===== src/rtl/beep_sequencer_if.sv =====
// Pattern request channel for beep_sequencer: valid/ready handshake
// carrying beep count plus on/off durations in ms.
interface beep_sequencer_if #(
    parameter int unsigned CNT_W = 4,
    parameter int unsigned MS_W  = 8
);
    logic             req_valid;
    logic             req_ready;
    logic [CNT_W-1:0] req_count;
    logic [MS_W-1:0]  req_on_ms;
    logic [MS_W-1:0]  req_off_ms;

    modport master (
        output req_valid, req_count, req_on_ms, req_off_ms,
        input  req_ready
    );

    modport slave (
        input  req_valid, req_count, req_on_ms, req_off_ms,
        output req_ready
    );
endinterface


===== src/rtl/beep_sequencer.sv =====
// Plays N active-low beeps of on_ms each, separated by off_ms gaps.
// One pattern at a time; abort returns to IDLE, mute only masks the pin.
module beep_sequencer #(
    parameter int unsigned TICK_CYCLES = 50_000,
    parameter int unsigned CNT_W       = 4,
    parameter int unsigned MS_W        = 8
) (
    input  logic                 sys_clk,
    input  logic                 sys_rst,
    beep_sequencer_if.slave      req,
    input  logic                 abort,
    input  logic                 mute,
    output logic                 busy,
    output logic                 done,
    output logic                 beep
);

    localparam int unsigned PRE_W = (TICK_CYCLES > 1) ? $clog2(TICK_CYCLES) : 1;

    typedef enum logic [1:0] {
        ST_IDLE = 2'd0,
        ST_ON   = 2'd1,
        ST_OFF  = 2'd2
    } state_t;

    state_t           state_q;
    state_t           state_d;
    logic [PRE_W-1:0] presc_q;
    logic [MS_W-1:0]  ms_q;
    logic [MS_W-1:0]  on_q;
    logic [MS_W-1:0]  off_q;
    logic [MS_W-1:0]  phase_len;
    logic [CNT_W-1:0] rem_q;
    logic             ready_c;
    logic             accept;
    logic             start;
    logic             tick;
    logic             phase_end;
    logic             last_beep;
    logic             beep_q;
    logic             beep_d;
    logic             busy_d;
    logic             done_d;

    assign ready_c       = (state_q == ST_IDLE) && !sys_rst;
    assign req.req_ready = ready_c;
    assign accept        = req.req_valid && ready_c;
    assign start         = accept && (req.req_count != '0);
    assign tick          = (presc_q == PRE_W'(TICK_CYCLES - 1));
    assign phase_len     = (state_q == ST_OFF) ? off_q : on_q;
    assign phase_end     = tick && (ms_q == phase_len - MS_W'(1));
    assign last_beep     = (rem_q == CNT_W'(1));
    assign beep          = beep_q | mute;

    // State register
    always_ff @(posedge sys_clk) begin
        if (sys_rst) begin
            state_q <= ST_IDLE;
        end else begin
            state_q <= state_d;
        end
    end

    // Next-state logic; abort outranks a phase ending in the same cycle
    always_comb begin
        state_d = state_q;
        case (state_q)
            ST_IDLE: if (start) state_d = ST_ON;
            ST_ON: begin
                if (abort)          state_d = ST_IDLE;
                else if (phase_end) state_d = last_beep ? ST_IDLE : ST_OFF;
            end
            ST_OFF: begin
                if (abort)          state_d = ST_IDLE;
                else if (phase_end) state_d = ST_ON;
            end
            default: state_d = ST_IDLE;
        endcase
    end

    // Output decode, registered alongside the state
    always_comb begin
        beep_d = 1'b1;
        busy_d = 1'b0;
        done_d = 1'b0;
        if (state_d == ST_ON) beep_d = 1'b0;
        if (state_d != ST_IDLE) busy_d = 1'b1;
        if (accept && (req.req_count == '0)) done_d = 1'b1;
        if ((state_q == ST_ON) && !abort && phase_end && last_beep) done_d = 1'b1;
    end

    always_ff @(posedge sys_clk) begin
        if (sys_rst) begin
            beep_q <= 1'b1;
            busy   <= 1'b0;
            done   <= 1'b0;
        end else begin
            beep_q <= beep_d;
            busy   <= busy_d;
            done   <= done_d;
        end
    end

    // Request latch, remaining-beep counter, ms prescaler and phase timer
    always_ff @(posedge sys_clk) begin
        if (sys_rst) begin
            rem_q   <= '0;
            on_q    <= '0;
            off_q   <= '0;
            presc_q <= '0;
            ms_q    <= '0;
        end else begin
            if (start) begin
                rem_q <= req.req_count;
                on_q  <= (req.req_on_ms  == '0) ? MS_W'(1) : req.req_on_ms;
                off_q <= (req.req_off_ms == '0) ? MS_W'(1) : req.req_off_ms;
            end else if ((state_q == ST_ON) && !abort && phase_end) begin
                rem_q <= rem_q - CNT_W'(1);
            end

            if ((state_d != state_q) || (state_q == ST_IDLE)) begin
                presc_q <= '0;
                ms_q    <= '0;
            end else if (tick) begin
                presc_q <= '0;
                ms_q    <= ms_q + MS_W'(1);
            end else begin
                presc_q <= presc_q + PRE_W'(1);
            end
        end
    end

endmodule


===== src/flat_wrapper.sv =====
// flat-port wrapper written by rule: the top's interface ports become plain ports
module beep_sequencer_flat 
#(
    parameter int unsigned TICK_CYCLES = 50_000,
    parameter int unsigned CNT_W       = 4,
    parameter int unsigned MS_W        = 8
)
  (sys_clk, sys_rst, abort, mute, busy, done, beep, req_req_valid, req_req_count, req_req_on_ms, req_req_off_ms, req_req_ready);
  beep_sequencer_if #(.CNT_W(CNT_W), .MS_W(MS_W)) req_i ();
  input  logic sys_clk;
  input  logic sys_rst;
  input  logic abort;
  input  logic mute;
  output logic busy;
  output logic done;
  output logic beep;
  input wire logic [$bits(req_i.req_valid)-1:0] req_req_valid;
  input wire logic [$bits(req_i.req_count)-1:0] req_req_count;
  input wire logic [$bits(req_i.req_on_ms)-1:0] req_req_on_ms;
  input wire logic [$bits(req_i.req_off_ms)-1:0] req_req_off_ms;
  output wire logic [$bits(req_i.req_ready)-1:0] req_req_ready;
  assign req_i.req_valid = req_req_valid;
  assign req_i.req_count = req_req_count;
  assign req_i.req_on_ms = req_req_on_ms;
  assign req_i.req_off_ms = req_req_off_ms;
  assign req_req_ready = req_i.req_ready;
  beep_sequencer #(.TICK_CYCLES(TICK_CYCLES), .CNT_W(CNT_W), .MS_W(MS_W)) u_core (.sys_clk(sys_clk), .sys_rst(sys_rst), .req(req_i), .abort(abort), .mute(mute), .busy(busy), .done(done), .beep(beep));
endmodule

===== config.mk =====
export PLATFORM = sky130hd
export DESIGN_NAME = beep_sequencer_flat
export DESIGN_NICKNAME = d
export VERILOG_FILES = /design/src/rtl/beep_sequencer_if.sv /design/src/rtl/beep_sequencer.sv /design/src/flat_wrapper.sv
export SDC_FILE = /design/constraint.sdc
export NUM_CORES = 1
export LEC_CHECK = 0
export CELL_PAD_IN_SITES_DETAIL_PLACEMENT = 1
export CELL_PAD_IN_SITES_GLOBAL_PLACEMENT = 2
export CORE_AREA = 3 3 83 93
export CTS_BUF_LIST = sky130_fd_sc_hd__clkbuf_4
export DETAILED_ROUTE_END_ITERATION = 10
export DIE_AREA = 0 0 86 96
export GPL_ROUTABILITY_DRIVEN = 0
export PLACE_DENSITY = 0.93
export SYNTH_ARGS = -nofsm -noshare
export SYNTH_HDL_FRONTEND = slang
export SYNTH_SLANG_ARGS = --single-unit
export TNS_END_PERCENT = 30

===== constraint.sdc =====
create_clock -name sys_clk -period 6.4 [get_ports sys_clk]
set_input_delay 1.28 -clock sys_clk [delete_from_list [all_inputs] [get_ports sys_clk]]
set_output_delay 1.28 -clock sys_clk [all_outputs]
set_load 0.02 [all_outputs]

==> metrics.yaml, run 1 <==
status:
  run_status: "finished clean"
logic_synthesis:
  synth-edff-count: 0
  synth_seq_cells: 49
  synth_nets: 342
  ys_seq_area_frac: 0.387
  synthCells: 312
  syn_avg_cell_area_sq_um: 8.13
  syn-cell-area_sq_um: 2540
  synth_common_cells: "dfxtp_1 (49), nor2_1 (44), nand2_1 (43), xor2_1 (19), a21oi_1 (18)"
  yosys.area.top_type: "dfxtp_1"
  synth-async-reset-ratio: 0
  yosysUniqueCellTypes: 46
  ys.flop_type: "dfxtp_1"
  synth.top_cell.area_share: 0.387
  synth_most_common_cell: "dfxtp_1"
  yosys_warnings: 0
  synth.area.top_cells: "dfxtp_1 (39%), xor2_1 (6.6%), nor2_1 (6.5%)"
timing:
  clock_skew_ns: 0.0171
  fin_crit_sh: 0.736
  finalHoldViolations: 0
  slew_headroom: 0.244
  tightest_slew_ns: 1.12
  setup_viol: 0
  rsz0062_at_grt: "false"
  drv_slew: 0
  totalNegativeSetupSlack_ns: 0
  max_freq_ghz: 0.212
  period_needed_ns: 4.71
cts:
  cts_tree: "done"
  worst_skew_pair.late_latency_ns: 0.37
  root_buffer: "clkbuf_4"
  postCtsSetupBuffers: 0
  clkSlewWorstSetupHoldPaths_ns: 0.15
  cts.sinks: 49
  post_cts_resized: 0
  clockBufferDepth: 2
  cts_hold_buffers: 0
  cts_made_buffers: 5
  ctsHtreeMaxLevel: 2
setup_path:
  worstPathArrival_ns: 4.93
  critPathKind: "flop to flop"
  r2r_cells: 11
  required_ns: 6.62
  endpoint_kind: "flop"
  r2r_end: "u_core.ms_q[5]"
  slowest_stage: "nor2b_1"
  crit_chain: "nor2b_1 > mux2_2 > inv_1 > ha_1 > or4b_4 > o21ai_2 > nor3_1 > or4_4 > or4_4 > o21ai_1 > nor2_1"
  cp_common_cell: "or4_4"
  worst_r2r_startpoint: "u_core.state_q[1]"
  max_stage_delay_ns: 0.82
  critPathLaunchType: "flop"
  r2r_slack_ns: 1.69
  cp_max_fo: 15
worst_hold_path:
  hold_class: "flop to flop"
  min_path_cells: 1
  hold_end: "u_core.presc_q[0]"
  min_from: "u_core.presc_q[0]"
power_and_ir_drop:
  total_leakage_power_nw: 1.04
  switchingPower_uw: 156
  fin_total_pwr_uw: 592
  seqPwrFrac: 0.546
  ir_worst_vdd_uv: 91.6
  p_int_uw: 436
  power_density_nw_per_um2: 200
  swShare: 0.264
  combPwrFrac: 0.146
  clkPwrFrac: 0.308
finish:
  diodes: 0
  seq_area_sq_um: 981
  synthToLayoutAreaGrowth_pct: 16.7
  multi_input_comb_area_sq_um: 1490
  fillCellCount: 856
  stdcell_area_sq_um: 2960
  nNetsFinal: 367
  drive_gt1_frac: 0.0473
routing:
  dr.pass1.iters: 4
  via_count: 2247
  dr.first_iter.drc_count: 82
  via_per_inst: 5.31
  routed_wl_microns: 6260
  drc_errors: 0
  ant_nets: 0
  routedWlPerCell_microns: 14.8
place:
  dpl.hpwl_microns: 4770
  port_buffers: 28
  placed_area_sq_um: 2880
global_route:
  grt_first_pass_wirelength_microns: 11100
  grt_max_degree: 25
  grt_pass1_vias: 2392
  track_usage: 0.166
  grt_antenna_before_repair: 0
  grt-ovfl-total: 0
floorplanning:
  die_h_microns: 96
  start_util: 0.366
  num_rows: 32
  die_area_sq_um: 8260
  core-area_sq_um: 6930
  die_x_microns: 86
  io_pins: 29
run:
  cap_violations: 0
through the flow:
stage           util  hold slack [ns]  setup slack [ns]  cells
2_1_floorplan      -            0.413              2.84    312
3_3_place_gp   0.416            0.423              1.89    415
3_5_place_dp   0.416            0.451              1.75    415
4_1_cts        0.427            0.474              1.71    423
5_1_grt        0.427            0.491              1.20    423
6_report       0.427            0.467              1.69    423
power by group through the flow:
| stage | Sequential, mW | Clock, mW | Combinational [mW] |
|---|---|---|---|
| floorplan | 0.327 | 0 | 0.0526 |
| global placement | 0.330 | 0 | 0.0836 |
| detailed placement | 0.330 | 0 | 0.0860 |
| finish | 0.323 | 0.182 | 0.0866 |
| global route | 0.325 | 0.202 | 0.0970 |
| CTS | 0.324 | 0.189 | 0.0867 |
critical path: cells and delay by family, from the launching register on:
family,cells,cell delay (ns)
adder cells (fa/ha/maj),1,0.20
AO/OA/AOI/OAI,2,0.94
flip-flops,1,0.39
AND/OR/NAND/NOR,6,2.51
multiplexers,1,0.45
buffers and inverters,1,0.06
worst max-delay path by stage:
| stage | startpoint | to | slack (ns) | cells after the start |
|---|---|---|---|---|
| after floorplan | u_core.state_q[1] | u_core.busy | 2.84 | 11 |
| after detailed placement | u_core.state_q[1] | u_core.ms_q[5] | 1.75 | 11 |
| after CTS | u_core.state_q[1] | u_core.ms_q[5] | 1.71 | 11 |
| after global routing | u_core.state_q[1] | u_core.ms_q[5] | 1.20 | 11 |
| after global placement | sys_rst | req_req_ready | 1.89 | 3 |
| final | u_core.state_q[1] | u_core.ms_q[5] | 1.69 | 11 |
state kept, by name, indices dropped and copies added, names as in the netlist:
signal,count
u_core.beep_q,1
u_core.busy,1
u_core.off_q,8
u_core.on_q,8
u_core.presc_q,16
u_core.done,1
u_core.rem_q,4
u_core.state_q,2
u_core.ms_q,8
cell type report:
| class | instances | area share |
|---|---|---|
| Tap cell | 85 | 0.0359 |
| Timing Repair Buffer | 29 | 0.0972 |
| Inverter | 5 | 0.00634 |
| Clock buffer | 5 | 0.0127 |
| Sequential cell | 49 | 0.331 |
| Clock inverter | 3 | 0.0139 |
| Multi-Input combinational cell | 247 | 0.503 |
cell usage in the layout, fill, tap and decap left out, types with 2 or more instances in the layout:
cell type / instances
mux2i_1: 8
dfxtp_1: 49
inv_1: 5
a31oi_1: 5
clkbuf_4: 5
nor2b_1: 4
clkdlybuf4s50_1: 28
nor2_1: 44
nor3b_1: 3
o21ai_0: 8
or3_1: 4
and2_1: 6
nor4bb_1: 2
nor3_1: 10
nor4_1: 6
or4_1: 3
xnor2_1: 13
ha_1: 5
xor2_1: 19
a32o_1: 2
nand2b_1: 4
nand3_1: 7
a21oi_1: 18
and4_1: 2
nand4_1: 5
and3_1: 7
or4_4: 2
nand2_1: 43
metal layers:
layer  global-route usage  vias up  wire [microns]
li1                     -     1132               -
met5                    0        -               0
met3               0.0274        9             137
met1                0.196     1079            2770
met4               0.0541        0              97
met2                0.306       27            3250
logic make-up (layout without fill, tap and decap cells):
family,Yosys count,after routing,synth area share
xor+xnor,32,32,0.111
fa+ha+maj,5,5,0.0247
simple gates,158,158,0.314
buf+inv,16,42,0.0266
mux,9,9,0.0360
compound gates,43,43,0.101
flops,49,49,0.387
Note: power is estimated with default switching activity, not from simulation.
==> run 2, diff against run 1 <==
Settings changed: CORE_AREA 3 3 83 93 to 3 3 87 97, DIE_AREA 0 0 86 96 to 0 0 90 100, PLACE_DENSITY 0.93 to 0.86.
Clock period 6.4 ns to 4.8 ns, I/O delays scaled along.
==> metrics.yaml, run 2 (same netlist as run 1, synthesis figures left out) <==
setup_path:
  critPathKind: "flop to flop"
  slowest_stage: "nor4_1"
  cp_max_fo: 12
  crit_chain: "nor2b_1 > buf_4 > mux2_2 > inv_1 > ha_1 > or4b_4 > o21ai_2 > nor3_1 > or4_4 > nor4_1 > and3_1 > o21ai_0"
  path_delay_family: "simple AND/OR/NAND/NOR gates"
  max_stage_delay_ns: 0.86
  cp.depth: 12
  critPathLaunchType: "flop"
  worst_r2r_startpoint: "u_core.state_q[1]"
  endpoint_kind: "flop"
  r2r_cells: 12
  critPathLaunch: "u_core.state_q[1]"
  critPathBufInv: 2
  required_ns: 5.07
  worstPathArrival_ns: 4.28
global_route:
  gr-usage-met2: 0.255
  met1_usage: 0.169
  grt-ovfl-total: 0
  grt_max_degree: 25
  track_usage: 0.142
  grt_pass1_vias: 2301
  gr-max-usage-layer: "met2"
  grtUsageMet3: 0.0240
  grt_antenna_before_repair: 0
  grt_first_pass_wirelength_microns: 10600
floorplanning:
  die_area_sq_um: 9000
  core-area_sq_um: 7510
  die_h_microns: 100
  io_pins: 29
  num_rows: 33
  die_x_microns: 90
  start_util: 0.337
place:
  placed_area_sq_um: 2930
  pre_cts_slack_ns: 0.810
  port_buffers: 28
  dpl.hpwl_microns: 4780
  placed_cells: 438
worst_hold_path:
  min_path_cells: 1
  hold_class: "flop to flop"
  min_from: "u_core.presc_q[0]"
timing:
  drv_slew: 0
  setup_viol: 0
  max_freq_ghz: 0.249
  clock_skew_ns: 0.0152
  slew_headroom: 0.248
  tightest_slew_ns: 1.12
  totalNegativeSetupSlack_ns: 0
  fin_crit_sh: 0.837
  finalHoldViolations: 0
  period_needed_ns: 4.02
  fin_ws_ns: 0.784
  timing.hold.ws_ns: 0.463
  rsz0062_at_grt: "false"
routing:
  routed_wl_microns: 6220
  ant_nets: 0
  drc_errors: 0
  routedWlPerCell_microns: 14.0
  via_count: 2258
  dr.pass1.iters: 4
  via_per_inst: 5.06
  dr.first_iter.drc_count: 64
finish:
  drive_gt1_frac: 0.0587
  final_cells: 446
  largest_reg_flops: 16
  top_register: "u_core.presc_q"
  stdcell_area_sq_um: 2980
  diodes: 0
  mostFrequentLayoutCell: "dfxtp_1"
  final_cell_mix: "dfxtp_1 (49), nor2_1 (44), nand2_1 (43)"
  fillCellCount: 927
  synthToLayoutAreaGrowth_pct: 17.7
  nNetsFinal: 370
cts:
  cts_made_buffers: 5
  root_buffer: "clkbuf_4"
  cts_hold_buffers: 0
  cts_tree: "done"
  postCtsSetupBuffers: 0
  clkSlewWorstSetupHoldPaths_ns: 0.14
  cts.sinks: 49
  ctsHtreeMaxLevel: 2
  post_cts_resized: 0
  worst_skew_pair.late_latency_ns: 0.37
  clockBufferDepth: 2
power_and_ir_drop:
  power_density_nw_per_um2: 247
  ir_worst_vdd_uv: 126
  total_leakage_power_nw: 1.04
run:
  cap_violations: 0
status:
  run_status: "finished clean"
[run 2: cell types whose count changed in the layout (fill, tap and decap cells not counted)]
cell / delta
buf_4: +3
clkinv_2: +2
bufinv_16: -1
clkinv_1: -1
[run 2: final timing paths]
check	endpoint	slack, ns
max	u_core.rem_q[2]	0.78
min	u_core.presc_q[0]	0.46
max reg2reg	u_core.rem_q[2]	0.78
min reg2reg	u_core.presc_q[0]	0.46
[run 2: stage by stage]
stage	power, mW	util
after floorplan	0.507	-
after global placement	0.555	0.390
final	0.738	0.397
after detailed placement	0.557	0.390
after global routing	0.782	0.397
after CTS	0.752	0.397
[run 2: routing by layer]
layer  up-vias  share of wire
met5         -              0
met4         0          0.023
met3        11          0.026
met2        30           0.49
met1      1084           0.46
li1       1133              -
[run 2: report_power, final]
part / internal [mW] / switching (mW) / total [mW]
sequential: 0.419 / 0.0117 / 0.431
combinational: 0.0550 / 0.0606 / 0.116
clock: 0.0555 / 0.136 / 0.192
[run 2: area by class of cell]
class,count,area [sq um],area share
clock buffer,5,37.5,0.0126
tap,105,131,0.0440
sequential,49,981,0.329
timing repair buffer,32,310,0.104
multi-input combinational,247,1490,0.499
clock inverter,3,17.5,0.00587
inverter,5,18.8,0.00629
==> run 3, diff against run 2 <==
Clock period 4.8 ns to 4.05 ns, I/O delays scaled along.
==> metrics.yaml, run 3 (same netlist as run 1, synthesis figures left out) <==
finish:
  final_cell_mix: "dfxtp_1 (49), nor2_1 (44), nand2_1 (43)"
  nNetsFinal: 371
  largest_reg_flops: 16
  fillCellCount: 949
  synthToLayoutAreaGrowth_pct: 18.5
  drive_gt1_frac: 0.0673
  stdcell_area_sq_um: 3010
  multi_input_comb_area_sq_um: 1500
  diodes: 0
  seq_area_sq_um: 981
  top_register: "u_core.presc_q"
  mostFrequentLayoutCell: "dfxtp_1"
timing:
  clock_skew_ns: 0.0228
  timing.hold.ws_ns: 0.454
  fin_ws_ns: 0.328
  tightest_slew_ns: 0.784
  max_freq_ghz: 0.269
  drv_slew: 0
  rsz0062_at_grt: "false"
  period_needed_ns: 3.72
  finalHoldViolations: 0
  slew_headroom: 0.478
  totalNegativeSetupSlack_ns: 0
  setup_viol: 0
  fin_crit_sh: 0.919
global_route:
  track_usage: 0.145
  gr-usage-met2: 0.276
  gr-max-usage-layer: "met2"
  grt_max_degree: 24
  grt_antenna_before_repair: 0
  grt-ovfl-total: 0
  met1_usage: 0.168
  grtUsageMet3: 0.0232
  grt_pass1_vias: 2335
  grt_first_pass_wirelength_microns: 10800
setup_path:
  worst_r2r_startpoint: "u_core.state_q[1]"
  required_ns: 4.34
  r2r_cells: 11
  endpoint_kind: "flop"
  cp_max_fo: 6
  r2r_end: "u_core.busy"
  worstPathArrival_ns: 4.02
  critPathKind: "flop to flop"
  critPathLaunchType: "flop"
  r2r_slack_ns: 0.33
floorplanning:
  die_h_microns: 100
  io_pins: 29
  die_area_sq_um: 9000
  start_util: 0.337
  num_rows: 33
  core-area_sq_um: 7510
  die_x_microns: 90
routing:
  routed_wl_microns: 6170
  drc_errors: 0
  ant_nets: 0
  via_per_inst: 5.06
  dr.pass1.iters: 4
  via_count: 2262
  dr.first_iter.drc_count: 45
  routedWlPerCell_microns: 13.8
place:
  placed_area_sq_um: 2940
  dpl.hpwl_microns: 4810
  pre_cts_slack_ns: 0.00636
  port_buffers: 28
cts:
  cts_tree: "done"
  ctsHtreeMaxLevel: 2
  postCtsSetupBuffers: 0
  clockBufferDepth: 2
  post_cts_resized: 1
  root_buffer: "clkbuf_4"
  worst_skew_pair.late_latency_ns: 0.37
  cts_hold_buffers: 0
  cts_made_buffers: 5
  clkSlewWorstSetupHoldPaths_ns: 0.17
  cts.sinks: 49
worst_hold_path:
  hold_class: "flop to flop"
  min_from: "u_core.presc_q[0]"
  hold_end: "u_core.presc_q[0]"
  min_path_cells: 1
status:
  run_status: "finished clean"
power_and_ir_drop:
  ir_worst_vdd_uv: 122
  fin_total_pwr_uw: 886
  power_density_nw_per_um2: 295
  total_leakage_power_nw: 1.05
run:
  cap_violations: 0
==> run 3: area by class of cell <==
cell class                      instances  area share
Inverter                                5     0.00624
Clock buffer                            5      0.0125
Multi-Input combinational cell        247       0.498
Timing Repair Buffer                   33       0.106
Tap cell                              105      0.0437
Sequential cell                        49       0.326
Clock inverter                          3     0.00708
==> run 3: through the flow <==
stage | cells | utilization
floorplan | 312 | -
global placement | 439 | 0.391
detailed placement | 439 | 0.391
CTS | 447 | 0.399
global route | 447 | 0.400
finish | 447 | 0.400
==> run 3: worst max-delay path, stage by stage, from the launching register on <==
cell and delay, ns:
dfxtp_1 0.39, nor2b_1 0.22, mux2_2 0.39, inv_1 0.06
ha_1 0.20, or4b_4 0.49, o21ai_2 0.15, nor3_1 0.06
or4_4 0.55, or4_4 0.47, or4_1 0.49, a21o_1 0.20
==> run 3: worst max-delay path by stage <==
stage / from / to / slack (ns)
after floorplan: u_core.state_q[1] / u_core.busy / 0.49
after global placement: u_core.state_q[1] / u_core.presc_q[13] / 0.14
after detailed placement: u_core.state_q[1] / u_core.ms_q[7] / 0.006
after CTS: u_core.state_q[1] / u_core.rem_q[1] / 0.16
after global routing: u_core.state_q[1] / u_core.ms_q[2] / 0.003
final: u_core.state_q[1] / u_core.busy / 0.33
==> run 3: power breakdown <==
part	leakage, nW	switching, mW	internal, mW
clock	0.0316	0.169	0.0692
sequential	0.398	0.0134	0.497
combinational	0.622	0.0726	0.0650
total	1.05	0.255	0.631
==> run 3: routing by layer <==
metal / vias to the layer above / wire length (microns)
li1: 1141 / -
met1: 1094 / 2790
met2: 23 / 3180
met3: 4 / 149
met4: 0 / 48
met5: - / 0
